[src/rtl/stack_pkg.sv]
// Shared constants, FSM encoding and requester IDs for the stack controller.
package stack_pkg;

   localparam int unsigned STACK_BASE  = 512;
   localparam int unsigned STACK_DEPTH = 64;
   localparam int unsigned WORD_BYTES  = 4;
   localparam int unsigned DATA_W      = 32;

   localparam logic [DATA_W-1:0] SP_EMPTY = DATA_W'(STACK_BASE);
   localparam logic [DATA_W-1:0] SP_FULL  = DATA_W'(STACK_BASE + WORD_BYTES * STACK_DEPTH);

   typedef enum logic [1:0] {
      IDLE = 2'd0,
      MEM  = 2'd1,
      RESP = 2'd2
   } state_t;

   localparam logic REQ_A = 1'b0;
   localparam logic REQ_B = 1'b1;

endpackage

[src/rtl/rr_arb2.sv]
// Two-input round-robin arbiter; the pointer moves past whichever requester was granted.
module rr_arb2
   import stack_pkg::*;
(
   input  logic clk,
   input  logic rst,
   input  logic req_a,
   input  logic req_b,
   input  logic take,
   output logic gnt_idx_c,
   output logic gnt_valid_c
);

   logic ptr;

   // A lone requester wins outright; a tie goes to the pointed requester.
   always_comb begin
      gnt_valid_c = req_a | req_b;
      gnt_idx_c   = REQ_A;
      if (req_a && req_b)
         gnt_idx_c = ptr;
      else if (req_b)
         gnt_idx_c = REQ_B;
   end

   always_ff @(posedge clk or posedge rst) begin
      if (rst)
         ptr <= REQ_A;
      else if (take && gnt_valid_c)
         ptr <= ~gnt_idx_c;
   end

endmodule

[src/rtl/stack_ctrl.sv]
// Bounds-checked stack controller: arbitrates two requesters and sequences
// one data-memory access per push/pop, owning SP and the full/empty flags.
module stack_ctrl
   import stack_pkg::*;
(
   input  logic        clk,
   input  logic        rst,
   input  logic        a_valid,
   input  logic        a_push,
   input  logic [31:0] a_wdata,
   output logic        a_done,
   input  logic        b_valid,
   input  logic        b_push,
   input  logic [31:0] b_wdata,
   output logic        b_done,
   output logic [31:0] rdata,
   output logic        err,
   output logic [31:0] mem_addr,
   output logic [31:0] mem_wdata,
   output logic        mem_we,
   output logic        mem_re,
   input  logic [31:0] mem_rdata,
   input  logic        mem_ack,
   output logic [31:0] sp_out,
   output logic        full,
   output logic        empty
);

   state_t      state;
   logic        req_id;
   logic        req_push;
   logic        gnt_idx_c;
   logic        gnt_valid_c;
   logic        take_c;
   logic        sel_push_c;
   logic [31:0] sel_wdata_c;
   logic        illegal_c;
   logic [31:0] sp_inc_c;
   logic [31:0] sp_dec_c;

   assign take_c = (state == IDLE);

   rr_arb2 u_arb (
      .clk         (clk),
      .rst         (rst),
      .req_a       (a_valid),
      .req_b       (b_valid),
      .take        (take_c),
      .gnt_idx_c   (gnt_idx_c),
      .gnt_valid_c (gnt_valid_c)
   );

   // Granted request and its bounds check against the current SP.
   always_comb begin
      sel_push_c  = (gnt_idx_c == REQ_B) ? b_push  : a_push;
      sel_wdata_c = (gnt_idx_c == REQ_B) ? b_wdata : a_wdata;
      sp_inc_c    = sp_out + 32'(WORD_BYTES);
      sp_dec_c    = sp_out - 32'(WORD_BYTES);
      illegal_c   = sel_push_c ? (sp_out == SP_FULL) : (sp_out == SP_EMPTY);
   end

   always_ff @(posedge clk or posedge rst) begin
      if (rst) begin
         state     <= IDLE;
         req_id    <= REQ_A;
         req_push  <= 1'b0;
         sp_out    <= SP_EMPTY;
         full      <= 1'b0;
         empty     <= 1'b1;
         a_done    <= 1'b0;
         b_done    <= 1'b0;
         err       <= 1'b0;
         rdata     <= '0;
         mem_addr  <= '0;
         mem_wdata <= '0;
         mem_we    <= 1'b0;
         mem_re    <= 1'b0;
      end else begin
         case (state)
            IDLE: begin
               if (gnt_valid_c) begin
                  req_id   <= gnt_idx_c;
                  req_push <= sel_push_c;
                  if (illegal_c) begin
                     // Rejected ops skip memory and answer straight away.
                     state  <= RESP;
                     err    <= 1'b1;
                     a_done <= (gnt_idx_c == REQ_A);
                     b_done <= (gnt_idx_c == REQ_B);
                  end else begin
                     state    <= MEM;
                     mem_we   <= sel_push_c;
                     mem_re   <= ~sel_push_c;
                     mem_addr <= sel_push_c ? sp_out : sp_dec_c;
                     if (sel_push_c)
                        mem_wdata <= sel_wdata_c;
                  end
               end
            end
            MEM: begin
               if (mem_ack) begin
                  state  <= RESP;
                  mem_we <= 1'b0;
                  mem_re <= 1'b0;
                  err    <= 1'b0;
                  a_done <= (req_id == REQ_A);
                  b_done <= (req_id == REQ_B);
                  if (req_push) begin
                     sp_out <= sp_inc_c;
                     full   <= (sp_inc_c == SP_FULL);
                     empty  <= 1'b0;
                  end else begin
                     sp_out <= sp_dec_c;
                     rdata  <= mem_rdata;
                     full   <= 1'b0;
                     empty  <= (sp_dec_c == SP_EMPTY);
                  end
               end
            end
            RESP: begin
               state  <= IDLE;
               a_done <= 1'b0;
               b_done <= 1'b0;
               err    <= 1'b0;
            end
            default: state <= IDLE;
         endcase
      end
   end

endmodule

[config.mk]
export PLATFORM = sky130hd
export DESIGN_NAME = stack_ctrl
export DESIGN_NICKNAME = d
export VERILOG_FILES = /design/src/rtl/stack_pkg.sv /design/src/rtl/rr_arb2.sv /design/src/rtl/stack_ctrl.sv
export SDC_FILE = /design/constraint.sdc
export NUM_CORES = 1
export LEC_CHECK = 0
export CAP_MARGIN = 10
export CORE_MARGIN = 4
export CORE_UTILIZATION = 52
export DETAILED_ROUTE_END_ITERATION = 7
export PLACE_DENSITY = 0.9
export SYNTH_ARGS = -nofsm -noshare
export SYNTH_HDL_FRONTEND = slang
export SYNTH_SLANG_ARGS = --single-unit
[constraint.sdc]
create_clock -name clk -period 8.3 [get_ports clk]
set_input_delay 1.66 -clock clk [delete_from_list [all_inputs] [get_ports clk]]
set_output_delay 1.66 -clock clk [all_outputs]
set_load 0.1 [all_outputs]
==> run summary <==
synth warn -> 0
clock buffer depth -> 2
Crit path max-delay family -> buffers and inverters
#FFs+latches synth -> 136
Area growth, synth to finish -> 37.2%
# clock sinks -> 136
first drt pass iteration count -> 5
Worst-path clk slew -> 0.06 ns
Antenna diodes -> 0
routed vias -> 7,201
Cells after DPL -> 1,188
Switching Power -> 2.77 mW
worst min path class -> flip-flop to flip-flop
Routed WL -> 23.9 mm
Clock Skew -> 0.00958 ns
vias in the first global route -> 7,132
Levels on crit path -> 1
WHS Path Cells -> 1
standby leakage power -> 4.64 nW
Mapped Cells -> 831
Synth top area share -> 0.424
# port buffers -> 233
floorplan core area -> 14,700 um2
Design Area, Final -> 10,800 um2
capture point of the critical path -> sp_out[16]
Synth Flop Type -> dfrtp_1
io pins -> 238
top post-synthesis cells by area -> dfrtp_1, mux2_2, nand2_1
Fillers -> 1,028
Post-CTS Resized -> 0
EDFF count, synth -> 0
Slew headroom -> 0.279
total global routing overflow -> 0
critical path type -> flip-flop to output pin
cell breakdown of the critical path -> clkdlybuf4s50_1
sequential fraction of design power -> 0.231
peak supply drop -> 0.380 mV
Fmax -> 239 MHz
Layout Cells excl Fill -> 1,220
Sw Ratio -> 0.562
CTS tree -> built
Post-CTS Setup Repair Bufs -> 0
Worst Setup SP -> sp_out[16]$_DFFE_PP0P_
worst r2r dst -> empty$_DFFE_PP1P_
Clock Power Share -> 0.157
root buf cell -> clkbuf_16
Die ar. -> 17,200 um2
reg2reg start -> sp_out[2]$_DFFE_PP0P_
Pwr per Cell Area -> 455 nW/um2
clk_lat worst skew -> 0.43 ns
Cell Area, Placed -> 10,200 um2
maximum fanout along the worst path -> 20
CTS H-tree lvls -> 4
post-synthesis sequential area ratio -> 0.431
R2R Setup Slk -> 4.48 ns
DR WL/cell -> 19.6 um
GP Congestion -> 0.915
first-pass GRT wire length -> 38.1 mm
pin count of the biggest net entering global routing -> 81
layout cells sized above 1 -> 0.149
antenna viol nets, final -> 0
DR iter-0 viols -> 999
ys async rst share -> 1.00
CP Launch Type -> flip-flop
Pint -> 2.16 mW
actual slew at the worst max-slew pin -> 1.08 ns
post-synth top area cell -> dfrtp_1
CTS buffer count -> 17
RSZ-0062 raised after global routing -> no
FF-to-FF path depth -> 8
crit path time final -> 4.18 ns
synth unique cells -> 65
Hold Violations, Final -> 0
CP arrival -> 2.52 ns
CP bufs+invs -> 1
Synth Area per Inst -> 9.52 um2
final setup margin -> 4.12 ns
TNS Setup -> 0 ns
Detail Placement HPWL -> 16.7 mm
Synth Cell Area -> 7910 um2
pre-CTS setup slack -> 3.80 ns
biggest cell delay along the critical path -> 1.27 ns
max-capacitance violation count -> 0
Slowest-stage cell, CP -> clkdlybuf4s50_1
Chip Width -> 131 um
CTS Hold Bufs -> 0
top-count cell post-synth -> nand2_1
period utilisation layout -> 0.503
Die Y -> 131 um
GRT Util Overall -> 0.275
status -> finished clean
num rows -> 44
Starting Density -> 0.538
initial antenna violation count -> 0
Total Nets Final -> 1,133
detailed-route DRC error count -> 0
Slew Viols, Final -> 0
Final Setup Violations -> 0
CP endpoint kind -> output pin
Comb power frac -> 0.611
vias per cell -> 5.90
synth cell count leaders -> nand2_1, dfrtp_1, mux2_2
Worst EP required -> 6.64 ns
## per-stage QoR
stage / power [mW] / util / hold slack, ns
after floorplan: 3.41 / - / 0.495
after global placement: 4.10 / 0.697 / 0.470
after detailed placement: 4.15 / 0.697 / 0.478
after CTS: 4.95 / 0.738 / 0.491
after global routing: 5.12 / 0.738 / 0.522
final: 4.94 / 0.738 / 0.487
## how the worst min path moves through the flow
stage	start	to	slack [ns]
CTS	mem_addr[21]$_DFFE_PP0P_	mem_addr[21]$_DFFE_PP0P_	0.49
detailed placement	mem_addr[21]$_DFFE_PP0P_	mem_addr[21]$_DFFE_PP0P_	0.48
global route	rdata[27]$_DFFE_PP0P_	rdata[27]$_DFFE_PP0P_	0.52
floorplan	req_id$_DFFE_PP0P_	req_id$_DFFE_PP0P_	0.49
global placement	mem_addr[21]$_DFFE_PP0P_	mem_addr[21]$_DFFE_PP0P_	0.47
finish	mem_addr[21]$_DFFE_PP0P_	mem_addr[21]$_DFFE_PP0P_	0.49
## registers in the layout, summed over array words and instances, names as in the netlist, 2 cells and up
register   cells
state          2
mem_addr      30
mem_wdata     32
rdata         32
sp_out        30
## cells in the final DEF, fill, tap and decap left out, types with 4 or more instances in the layout
cell type | synthesis | routed
nand2b_1 | 11 | 11
or3_1 | 9 | 9
clkdlybuf4s50_1 | 0 | 233
or2_2 | 7 | 7
dfrtp_1 | 134 | 134
nand4_1 | 17 | 17
a211oi_1 | 5 | 5
nor2_1 | 38 | 37
inv_6 | 0 | 5
o211ai_1 | 4 | 4
o21ai_0 | 24 | 24
ha_1 | 7 | 7
nor3_1 | 33 | 32
mux2_2 | 92 | 92
a21oi_1 | 21 | 21
buf_4 | 4 | 8
nand3_1 | 22 | 22
inv_1 | 15 | 14
xor2_1 | 37 | 37
mux2i_1 | 6 | 6
o22ai_1 | 4 | 4
and3_1 | 5 | 5
a31oi_1 | 6 | 6
nor3b_1 | 5 | 5
nand2_1 | 135 | 135
clkbuf_16 | 0 | 17
or4_1 | 10 | 10
conb_1 | 1 | 4
and4_1 | 6 | 6
xnor2_1 | 29 | 29
nor4_1 | 22 | 22
## cells by family (layout without fill, tap and decap cells)
family	after synthesis	in the layout	synth area share
and+or+nand+nor	342	342	0.221
DFF	136	136	0.431
muxes	101	101	0.143
AOI/OAI and AO/OA	92	92	0.0745
buffers and inverters	86	288	0.0465
xor gates and xnor gates	66	66	0.0731
adders and majority gates	7	7	0.0111
other	1	4	0.000474
## final cells by class
cell class                      instances  area [um2]  area share
Sequential cell                       136        3410       0.314
Inverter                               15        61.3     0.00565
Clock inverter                         13         169      0.0156
Multi-Input combinational cell        612        4160       0.383
Timing Repair Buffer                  241        2390       0.221
Clock buffer                           19         433      0.0399
Tap cell                              184         230      0.0212
## power by group through the flow
stage          sequential, mW  combinational, mW  clock [mW]
2_1_floorplan            2.67              0.745           0
3_3_place_gp             1.12               2.98           0
4_1_cts                  1.14               3.03       0.785
3_5_place_dp             1.14               3.01           0
6_report                 1.14               3.02       0.777
5_1_grt                  1.18               3.12       0.818
## routing by layer
layer,global-route usage,share of wire
met5,0,0
met4,0.0823,0.021
met3,0.0971,0.10
met2,0.486,0.51
met1,0.315,0.37
(Power assumes the default switching activity.)
==> variant, RTL diff (same flow settings) <==
Reset style: synchronous (`rst`), changed in 2 clocked blocks.
--- a/src/rtl/rr_arb2.sv
+++ b/src/rtl/rr_arb2.sv
@@ -23,7 +23,7 @@
          gnt_idx_c = REQ_B;
    end
 
-   always_ff @(posedge clk or posedge rst) begin
+   always_ff @(posedge clk) begin
       if (rst)
          ptr <= REQ_A;
       else if (take && gnt_valid_c)
--- a/src/rtl/stack_ctrl.sv
+++ b/src/rtl/stack_ctrl.sv
@@ -59,7 +59,7 @@
       illegal_c   = sel_push_c ? (sp_out == SP_FULL) : (sp_out == SP_EMPTY);
    end
 
-   always_ff @(posedge clk or posedge rst) begin
+   always_ff @(posedge clk) begin
       if (rst) begin
          state     <= IDLE;
          req_id    <= REQ_A;
Function: differs if rst is asserted again (counterexample within 4 cycles, from zero or initial values and one cycle with rst high); with rst held inactive, the same outputs for 4 cycles.
==> variant against the unedited design <==
Hold slack lost 36 ps; synthesized area shrank 3.3%; register-to-register slack better by 470 ps; cell area decreased by 3.9%; cell count rose by 7.3%; sequential cell count unchanged; total power is 20% lower; routed wire length rose by 4.6%; setup slack better by 52 ps; count of clock-buffer cells in the layout increased by 1.
==> variant: results (changes against the unedited design) <==
* Vias/cell at 6.17 (+4.6%)
* Vias at 8,079 (+12%)
* Routability cong. at 0.912 (-0.32%)
* Crit Path Max Fanout at 19 (-5.0%)
* Via count of the first global-routing pass at 7,281 (+2.1%)
* Critical Path AT at 2470 ps (-50 ps)
* Number of nets in the layout at 1,223 (+7.9%)
* Ys async rst share at 0% (-100 points)
* Status: finished clean
* Worst-Margin Slew at 1130 ps (+47.9 ps)
* Top post-synthesis cells by count: 136 x dfxtp_1, 99 x nand2_1, 91 x a21oi_1
* Static leakage at 0.00365 uW (-21%)
* Met1 usage in global routing at 36.8% (+5.3 points)
* Max IR drop VDD at 271 uV (-29%)
* Clk_skew at 6.93 ps (-2.65 ps)
* Placed Cells at 1,278 (+7.6%)
* DR iter-0 viols at 938 (-6.1%)
* Detailed placement HPWL at 16.8 mm (+0.63%)
* Synth area leaders: dfxtp_1 36%, a21oi_1 6.0%, nand2_1 4.9%
* Largest net degree at the start of global routing at 74 (-8.6%)
* Synth Instances at 956 (+15%)
* Drt pass-1 iters at 7 (+2)
* First-pass GRT wire length at 38.4 mm (+0.96%)
* Met3 usage at 6.35% (-3.4 points)
* Total GRT Usage at 28.3% (+0.82 points)
[variant: cell count changes after synthesis, moves of 31 or more]
cell	change
dfrtp_1	-134
mux2_2	-92
a211oi_1	+32
mux2i_1	+31
a311oi_1	+33
a21oi_1	+70
nand2_1	-36
dfxtp_1	+136
[variant: cell families (layout without fill, tap and decap cells)]
group | Yosys count | after routing | share of synthesized area [%]
fa+ha+maj | 7 | 7 | 1.15
flops | 136 | 136 | 35.6
other cells | 1 | 4 | 0.0490
buf+inv | 122 | 288 | 6.81
simple gates | 335 | 335 | 22.4
xor+xnor | 63 | 63 | 7.22
compound gates | 255 | 255 | 21.9
mux | 37 | 37 | 4.84
[variant: area by class of cell]
type,instances,area [um2]
multi-input combinational,701,4460
fill,1114,4060
sequential,136,2720
timing repair buffer,243,2400
clock buffer,20,457
tap,184,230
clock inverter,11,98.8
inverter,14,52.6
[variant: where the power goes]
part           switching (uW)  leakage (uW)  total, uW  internal (uW)
registers                 127       0.00111        929            802
clock network             287      0.000268        712            426
logic                    1700       0.00227       2300            604
total                    2110       0.00365       3940           1830
[variant: routing by layer]
metal | share of wire, % | wire, um | vias up
met3 | 10 | 2600 | 59
met5 | 0 | 0 | -
li1 | - | - | 3812
met1 | 39 | 9820 | 3709
met2 | 48 | 11900 | 499
met4 | 2.7 | 682 | 0
[variant: worst paths after layout]
check,cells past startpoint,from,end,slack [ps]
worst max-delay path,1,sp_out[4],sp_out[4],4170
worst min-delay path,2,rdata[11],rdata[11],450
worst max register to register,8,sp_out[2],empty,4950
worst min register to register,2,rdata[11],rdata[11],450
